File: config.mk
export PLATFORM = sky130hd
export DESIGN_NAME = lsu
export DESIGN_NICKNAME = d
export VERILOG_FILES = /design/src/rtl/singlecycle_pkg.sv /design/src/rtl/lsu_lane_fmt.sv /design/src/rtl/lsu.sv
export SDC_FILE = /design/constraint.sdc
export NUM_CORES = 1
export LEC_CHECK = 0
export CAP_MARGIN = 10
export CORE_MARGIN = 2
export CORE_UTILIZATION = 40
export DETAILED_ROUTE_END_ITERATION = 8
export PLACE_DENSITY_LB_ADDON = 0.15
export RECOVER_POWER = 50
export SLEW_MARGIN = 10
export SYNTH_ARGS = -nofsm -noshare
export SYNTH_HDL_FRONTEND = slang
export SYNTH_SLANG_ARGS = --single-unit
File: constraint.sdc
create_clock -name i_clk -period 3.7 [get_ports i_clk]
set_input_delay 0.925 -clock i_clk [delete_from_list [all_inputs] [get_ports i_clk]]
set_output_delay 0.925 -clock i_clk [all_outputs]
set_load 0.005 [all_outputs]
File: src/rtl/singlecycle_pkg.sv
// Shared types for the single-cycle RV32I core: load/store size encoding,
// LSU FSM states and byte-lane helper functions.
package singlecycle_pkg;

  typedef enum logic [2:0] {
    LSU_B  = 3'b000,
    LSU_H  = 3'b001,
    LSU_W  = 3'b010,
    LSU_BU = 3'b100,
    LSU_HU = 3'b101
  } LSUOp_e;

  typedef enum logic [2:0] {
    LSU_IDLE  = 3'd0,
    LSU_REQ   = 3'd1,
    LSU_WAIT  = 3'd2,
    LSU_REQ2  = 3'd3,
    LSU_WAIT2 = 3'd4,
    LSU_DONE  = 3'd5
  } LSUState_e;

  // Access size as a byte mask; unknown encodings behave as a word.
  function automatic logic [3:0] size_mask(input logic [2:0] op);
    logic [3:0] m;
    case (op)
      LSU_B, LSU_BU: m = 4'b0001;
      LSU_H, LSU_HU: m = 4'b0011;
      default:       m = 4'b1111;
    endcase
    return m;
  endfunction

  function automatic logic [7:0] lane_mask(input logic [2:0] op, input logic [1:0] off);
    return {4'b0000, size_mask(op)} << off;
  endfunction

  function automatic logic is_misaligned(input logic [2:0] op, input logic [1:0] off);
    logic [3:0] m;
    logic       r;
    m = size_mask(op);
    if (m == 4'b0001) begin
      r = 1'b0;
    end else if (m == 4'b0011) begin
      r = off[0];
    end else begin
      r = (off != 2'b00);
    end
    return r;
  endfunction

endpackage

File: src/rtl/lsu_lane_fmt.sv
// Combinational byte-lane formatting: byte enables and store lanes for both
// beats, plus load data extraction and sign/zero extension.
module lsu_lane_fmt
  import singlecycle_pkg::*;
(
  input  logic [2:0]  op,
  input  logic [1:0]  off,
  input  logic [31:0] st_data,
  input  logic [31:0] rdata_lo,
  input  logic [31:0] rdata_hi,
  output logic [3:0]  be_lo,
  output logic [3:0]  be_hi,
  output logic [31:0] wdata_lo,
  output logic [31:0] wdata_hi,
  output logic [31:0] ld_data
);

  logic [7:0]  mask8_s;
  logic [4:0]  sh_amt_s;
  logic [63:0] st_shift_s;
  logic [63:0] ld_shift_s;
  logic [31:0] st_rep_s;

  assign mask8_s    = lane_mask(op, off);
  assign be_lo      = mask8_s[3:0];
  assign be_hi      = mask8_s[7:4];
  assign sh_amt_s   = {off, 3'b000};
  assign st_shift_s = {32'h0000_0000, st_data} << sh_amt_s;
  assign ld_shift_s = {rdata_hi, rdata_lo} >> sh_amt_s;
  assign wdata_hi   = st_shift_s[63:32];

  // Replicated lanes for aligned stores, shifted lanes when a store straddles words
  always_comb begin
    st_rep_s = st_data;
    case (op)
      LSU_B, LSU_BU: st_rep_s = {4{st_data[7:0]}};
      LSU_H, LSU_HU: st_rep_s = {2{st_data[15:0]}};
      default:       st_rep_s = st_data;
    endcase
    if (is_misaligned(op, off)) begin
      wdata_lo = st_shift_s[31:0];
    end else begin
      wdata_lo = st_rep_s;
    end
  end

  // Load extension from bit 7/15 depending on size and signedness
  always_comb begin
    ld_data = ld_shift_s[31:0];
    case (op)
      LSU_B:   ld_data = {{24{ld_shift_s[7]}}, ld_shift_s[7:0]};
      LSU_BU:  ld_data = {24'h00_0000, ld_shift_s[7:0]};
      LSU_H:   ld_data = {{16{ld_shift_s[15]}}, ld_shift_s[15:0]};
      LSU_HU:  ld_data = {16'h0000, ld_shift_s[15:0]};
      default: ld_data = ld_shift_s[31:0];
    endcase
  end

endmodule

File: src/rtl/lsu.sv
// Load/store unit: req/gnt/rvalid data-memory sequencer with core stall.
// Define LSU_SPLIT_MISALIGNED_EN to split misaligned accesses into two beats.
module lsu
  import singlecycle_pkg::*;
#(
  parameter int unsigned WAIT_TIMEOUT = 32'd255
) (
  input  logic        i_clk,
  input  logic        i_rst_n,
  input  logic        i_ld_req,
  input  logic        i_st_req,
  input  logic [2:0]  i_lsu_op,
  input  logic [31:0] i_addr,
  input  logic [31:0] i_st_data,
  output logic        o_stall,
  output logic        o_done,
  output logic [31:0] o_ld_data,
  output logic        o_misaligned,
  output logic        o_bus_err,
  output logic        o_dmem_req,
  output logic        o_dmem_we,
  output logic [31:0] o_dmem_addr,
  output logic [3:0]  o_dmem_be,
  output logic [31:0] o_dmem_wdata,
  input  logic        i_dmem_gnt,
  input  logic        i_dmem_rvalid,
  input  logic [31:0] i_dmem_rdata
);

  localparam logic [31:0] TO_LAST = 32'(WAIT_TIMEOUT - 32'd1);

  LSUState_e   state_r, state_nxt_s;
  logic [31:0] addr_r, data_r, rdata1_r, cnt_r, ld_data_r;
  logic [2:0]  op_r;
  logic        we_r, split_r, bus_err_r;
  logic        req_s, accept_s, cap_lo_s, ld_fin_s, to_fire_s, timeout_s, split_in_s;
  logic        busy_s, beat2_s;
  logic [31:0] word_addr_s, rd_lo_s, rd_hi_s, fmt_ld_s, wdata_lo_s, wdata_hi_s;
  logic [3:0]  be_lo_s, be_hi_s;
`ifdef LSU_SPLIT_MISALIGNED_EN
  logic [7:0]  mask_in_s;
`else
  logic        misal_s, trap_s;
`endif

  // Requests are ignored while reset is asserted so all outputs read 0
  assign req_s     = (i_ld_req | i_st_req) & i_rst_n;
  assign timeout_s = (WAIT_TIMEOUT != 32'd0) && (cnt_r == TO_LAST);
  assign busy_s    = (state_r == LSU_REQ) || (state_r == LSU_WAIT) ||
                     (state_r == LSU_REQ2) || (state_r == LSU_WAIT2);

`ifdef LSU_SPLIT_MISALIGNED_EN
  assign mask_in_s    = lane_mask(i_lsu_op, i_addr[1:0]);
  assign split_in_s   = |mask_in_s[7:4];
  assign o_misaligned = 1'b0;
`else
  assign misal_s      = is_misaligned(i_lsu_op, i_addr[1:0]);
  assign split_in_s   = 1'b0;
  assign o_misaligned = trap_s;
`endif

  // Next-state and per-cycle event decode
  always_comb begin
    state_nxt_s = state_r;
    accept_s    = 1'b0;
    cap_lo_s    = 1'b0;
    ld_fin_s    = 1'b0;
    to_fire_s   = 1'b0;
`ifdef LSU_SPLIT_MISALIGNED_EN
`else
    trap_s      = 1'b0;
`endif
    case (state_r)
      LSU_IDLE: begin
        if (req_s) begin
`ifdef LSU_SPLIT_MISALIGNED_EN
          accept_s    = 1'b1;
          state_nxt_s = LSU_REQ;
`else
          if (misal_s) begin
            trap_s = 1'b1;
          end else begin
            accept_s    = 1'b1;
            state_nxt_s = LSU_REQ;
          end
`endif
        end else begin
          state_nxt_s = LSU_IDLE;
        end
      end
      LSU_REQ: begin
        if (i_dmem_gnt) begin
          if (!we_r) state_nxt_s = LSU_WAIT;
          else if (split_r) state_nxt_s = LSU_REQ2;
          else state_nxt_s = LSU_DONE;
        end else if (timeout_s) begin
          to_fire_s   = 1'b1;
          state_nxt_s = LSU_DONE;
        end else begin
          state_nxt_s = LSU_REQ;
        end
      end
      LSU_WAIT: begin
        if (i_dmem_rvalid) begin
          if (split_r) begin
            cap_lo_s    = 1'b1;
            state_nxt_s = LSU_REQ2;
          end else begin
            ld_fin_s    = 1'b1;
            state_nxt_s = LSU_DONE;
          end
        end else if (timeout_s) begin
          to_fire_s   = 1'b1;
          state_nxt_s = LSU_DONE;
        end else begin
          state_nxt_s = LSU_WAIT;
        end
      end
`ifdef LSU_SPLIT_MISALIGNED_EN
      LSU_REQ2: begin
        if (i_dmem_gnt) begin
          if (we_r) state_nxt_s = LSU_DONE;
          else state_nxt_s = LSU_WAIT2;
        end else if (timeout_s) begin
          to_fire_s   = 1'b1;
          state_nxt_s = LSU_DONE;
        end else begin
          state_nxt_s = LSU_REQ2;
        end
      end
      LSU_WAIT2: begin
        if (i_dmem_rvalid) begin
          ld_fin_s    = 1'b1;
          state_nxt_s = LSU_DONE;
        end else if (timeout_s) begin
          to_fire_s   = 1'b1;
          state_nxt_s = LSU_DONE;
        end else begin
          state_nxt_s = LSU_WAIT2;
        end
      end
`else
`endif
      LSU_DONE: state_nxt_s = LSU_IDLE;
      default:  state_nxt_s = LSU_IDLE;
    endcase
  end

  // FSM state and timeout counter; the counter restarts on every state change
  always_ff @(posedge i_clk or negedge i_rst_n) begin
    if (!i_rst_n) begin
      state_r <= LSU_IDLE;
      cnt_r   <= 32'd0;
    end else begin
      state_r <= state_nxt_s;
      if (state_nxt_s != state_r) cnt_r <= 32'd0;
      else if (busy_s) cnt_r <= cnt_r + 32'd1;
      else cnt_r <= 32'd0;
    end
  end

  // Latched request, first-beat read data and registered results
  always_ff @(posedge i_clk or negedge i_rst_n) begin
    if (!i_rst_n) begin
      addr_r    <= 32'd0;
      op_r      <= 3'd0;
      data_r    <= 32'd0;
      we_r      <= 1'b0;
      split_r   <= 1'b0;
      rdata1_r  <= 32'd0;
      ld_data_r <= 32'd0;
      bus_err_r <= 1'b0;
    end else begin
      if (accept_s) begin
        addr_r  <= i_addr;
        op_r    <= i_lsu_op;
        data_r  <= i_st_data;
        we_r    <= ~i_ld_req;
        split_r <= split_in_s;
      end
      if (cap_lo_s) rdata1_r <= i_dmem_rdata;
      if (ld_fin_s) ld_data_r <= fmt_ld_s;
      else if (to_fire_s && !we_r) ld_data_r <= 32'd0;
      bus_err_r <= to_fire_s;
    end
  end

  assign beat2_s = (state_r == LSU_REQ2);
  assign rd_lo_s = (state_r == LSU_WAIT2) ? rdata1_r : i_dmem_rdata;
  assign rd_hi_s = (state_r == LSU_WAIT2) ? i_dmem_rdata : 32'd0;

  lsu_lane_fmt u_fmt (
    .op       (op_r),
    .off      (addr_r[1:0]),
    .st_data  (data_r),
    .rdata_lo (rd_lo_s),
    .rdata_hi (rd_hi_s),
    .be_lo    (be_lo_s),
    .be_hi    (be_hi_s),
    .wdata_lo (wdata_lo_s),
    .wdata_hi (wdata_hi_s),
    .ld_data  (fmt_ld_s)
  );

  assign word_addr_s  = {addr_r[31:2], 2'b00} + (beat2_s ? 32'd4 : 32'd0);
  assign o_dmem_req   = (state_r == LSU_REQ) || beat2_s;
  assign o_dmem_we    = o_dmem_req & we_r;
  assign o_dmem_addr  = o_dmem_req ? word_addr_s : 32'd0;
  assign o_dmem_be    = o_dmem_req ? (beat2_s ? be_hi_s : be_lo_s) : 4'd0;
  assign o_dmem_wdata = o_dmem_we ? (beat2_s ? wdata_hi_s : wdata_lo_s) : 32'd0;
  assign o_stall      = accept_s | busy_s;
  assign o_done       = (state_r == LSU_DONE);
  assign o_bus_err    = bus_err_r;
  assign o_ld_data    = ld_data_r;

endmodule

==> impl_metrics.csv <==
group,metric,value,unit
pwr,power_density,725,mW/mm2
routing,drc_errors,0,
logic_synthesis,synth.avg_cell_area,9.05,um2
global_route,grt_use_total,22.2,%
critical_path,cp_max_fo,5,
final_layout,areaGrowthSynthToFinish,36.6,%
logic_synthesis,seq_area_frac_synth,38.8,%
die,die_w,152,um
logic_synthesis,yosysTopAreaCellShare,38.8,%
die,core_area,0.0217,mm2
timing,fin_crit_sh,97.5,%
global_route,grt_pass1_wl,41800,um
placed_design,place.detailed.hpwl,18100,um
global_route,antenna_found_initial,3,
die,num_rows,54,
logic_synthesis,synth_edf_count,0,
global_route,grt_pass1_vias,7717,
final_layout,regArea,0.00341,mm2
logic_synthesis,synth_flop_cell,"dfrtp_1",
logic_synthesis,synthCells,969,
critical_path,arrival,2.68,ns
critical_path,end_kind,"output port",
logic_synthesis,ys_top_cells_by_area,"dfrtp_1 (39%), mux2_2 (12%), mux2i_1 (4.6%)",
final_layout,design_area,0.0120,mm2
cts,cts_tree,"built",
pwr,ir_drop,0.000353,V
logic_synthesis,synth_seq_cells,136,
final_layout,multi_input_area,0.00513,mm2
logic_synthesis,async_flop_share,100,%
min_path,hold_path.class,"reg -> reg",
pwr,p_leak,4.92,nW
cts,clkSlewWorstSetupHoldPaths,0.06,ns
final_layout,drive_gt1_share,17.8,%
timing,report.final.hold_viol_count,0,
logic_synthesis,netlist_top_cells_count,"dfrtp_1 (136), mux2_2 (91), nand2_1 (90)",
flow_run,drv_cap,1,
routing,first_pass_iters,5,
critical_path,crit_path_start_kind,"flop",
routing,drt_wl_total,26300,um
routing,detail_route.vias_per_cell,5.54,
critical_path,reg2reg_depth,8,
critical_path,worstSetupPathType,"reg -> out",
critical_path,reg2reg_from,"cnt_r[0]",
die,dieArea,0.0231,mm2
critical_path,r2r_slack,0.67,ns
global_route,overflow,0,
placed_design,place_area,0.0112,mm2
timing,setup-violations-final,0,
logic_synthesis,synth.largest_area_cell,"dfrtp_1",
timing,min_period,3.61,ns
timing,rsz0062_at_grt,"true",
timing,max_freq,277,MHz
critical_path,rr_endpoint,"cnt_r[15]",
timing,setup_ws,0.0922,ns
pwr,total_power,8.69,mW
logic_synthesis,ys_warn_count,0,
outcome,outcome,"finished with violations",
critical_path,cpMaxStageDelayCell,"clkdlybuf4s50_1",
critical_path,crit_chain,"nand2b_4, inv_2, nand2_2, clkinv_2, ha_4, nand4_1, buf_6, or3_1, a21oi_1, clkdlybuf4s50_1",
placed_design,portBuffers,208,
cts,h-tree-depth,4,
critical_path,cp.required,2.77,ns
routing,via_count,8087,
routing,ant_nets,0,
routing,drt_iter0_markers,458,
die,fp.dieH,152,um
cts,clock_sinks,136,
die,num_io_pins,211,
placed_design,gp_congestion,0.838,
placed_design,dp_slack,0.0573,ns
cts,cts-buffers-inserted,17,
timing,clock_skew,0.00826,ns
routing,wl_per_cell,18.1,um
cts,clk_latency,0.42,ns
min_path,holdPathEnd,"o_ld_data[15]",
timing,worst_pin_slew,1.68,ns
min_path,min_path_cells,1,
logic_synthesis,synth_most_common_cell,"dfrtp_1",
die,start_util,40.4,%
final_layout,fillers,1931,
cts,cts_buffer_depth,2,
cts,root_buffer,"clkbuf_16",
global_route,grt_max_degree,72,
timing,slew_viol_final,67,
outcome,violations,"max-capacitance violations, max-slew violations",
cts,ctsHoldBuffers,0,
logic_synthesis,ys_types,58,
critical_path,cpPeakStageDelay,0.54,ns
min_path,hold_start,"o_ld_data[15]",
logic_synthesis,synthesis.area,0.00877,mm2
timing,slew_headroom,-11.9,%
final_layout,fin_nets,1272,
## layout by cell type, fill, tap and decap left out, types with 4 or more instances in the layout
cell,instances
clkdlybuf4s50_1,164
dfrtp_1,133
o2bb2ai_1,8
o21ai_0,58
nor3_2,6
nor4_1,12
a31oi_1,7
nor3b_1,10
or3_1,7
nand3b_1,4
xor2_1,19
a221oi_1,9
and3_1,12
and2_1,6
buf_4,37
dlymetal6s2s_1,5
a221o_1,16
mux2_2,91
dlygate4sd3_1,33
xnor2_1,29
a21oi_1,64
mux2i_1,40
clkinv_4,4
and4_1,5
inv_1,18
nand4_1,15
nand3_1,51
nor2_1,83
or4_1,4
nor3_1,11
clkbuf_16,17
a211o_1,7
o211ai_1,9
nor2b_1,5
a31o_2,4
nand2_1,89
o31ai_1,8
## power breakdown
| group | total, mW | internal, mW | switching (mW) |
|---|---|---|---|
| combinational | 4.19 | 2.14 | 2.05 |
| sequential | 2.73 | 2.03 | 0.693 |
| clock | 1.77 | 1.08 | 0.685 |
| total | 8.69 | 5.25 | 3.43 |
## metrics by stage
step	TNS, ns	hold WS, ns	utilization [%]	cells
final	0	0.479	55.2	1459
after global routing	-0.236	0.509	55.2	1458
after global placement	0	0.471	51.6	1419
after CTS	-0.160	0.491	54.6	1453
after detailed placement	0	0.475	51.6	1419
after floorplan	0	0.479	-	970
## worst max-delay path by stage
stage,startpoint,to,slack (ns),cells past startpoint
after floorplan,state_r[2],o_dmem_addr[28],0.01,13
after global routing,state_r[2],o_dmem_addr[15],-0.07,10
after detailed placement,i_st_req,o_misaligned,0.06,6
after global placement,i_st_req,o_misaligned,0.05,6
final,state_r[2],o_dmem_addr[15],0.09,10
after CTS,state_r[2],o_dmem_addr[30],-0.09,11
## routing by layer
metal / up-vias / wire [um] / GRT usage (%)
li1: 3895 / - / -
met1: 3925 / 11900 / 30.0
met2: 238 / 12400 / 35.2
met3: 29 / 1660 / 6.05
met4: 0 / 378 / 6.19
met5: - / 0 / 0
## what timing repair did
item | in CTS | in global routing
gates resized for setup | 18 | 30
endpoints found under the setup margin | 17 | 32
gates cloned | 0 | 1
setup buffers | 2 | 2
pin swaps | 3 | 3
## sequential cells by signal (all words and copies together), names as in the netlist
register and flops:
addr_r 32, cnt_r 32, we_r 1, o_ld_data 32, o_bus_err 1, data_r 32, state_r 3, op_r 3
## logic make-up after synthesis
family	share of synthesized area, %
simple gates	20.0
buf+inv	4.62
mux	16.6
fa+ha+maj	0.571
compound gates	14.5
other cells	0.0428
flops	38.8
xor+xnor	4.80
## layout make-up
cell class	instances	area share, %
clock buffers	19	3.70
well taps	280	2.93
repair buffers	250	19.9
clock inverters	13	1.42
inverters	20	0.637
diodes	3	0.0627
flip-flops and latches	136	28.5
multi-input cells	738	42.8
## worst max-delay path: cells and delay by family, from the launching register on
family | cells | cell delay (ns)
DFF | 1 | 0.38
and+or+nand+nor | 4 | 0.69
AOI/OAI and AO/OA | 1 | 0.19
adders and majority gates | 1 | 0.15
buffers and inverters | 4 | 0.87
Note: power is estimated with default switching activity, not from simulation.
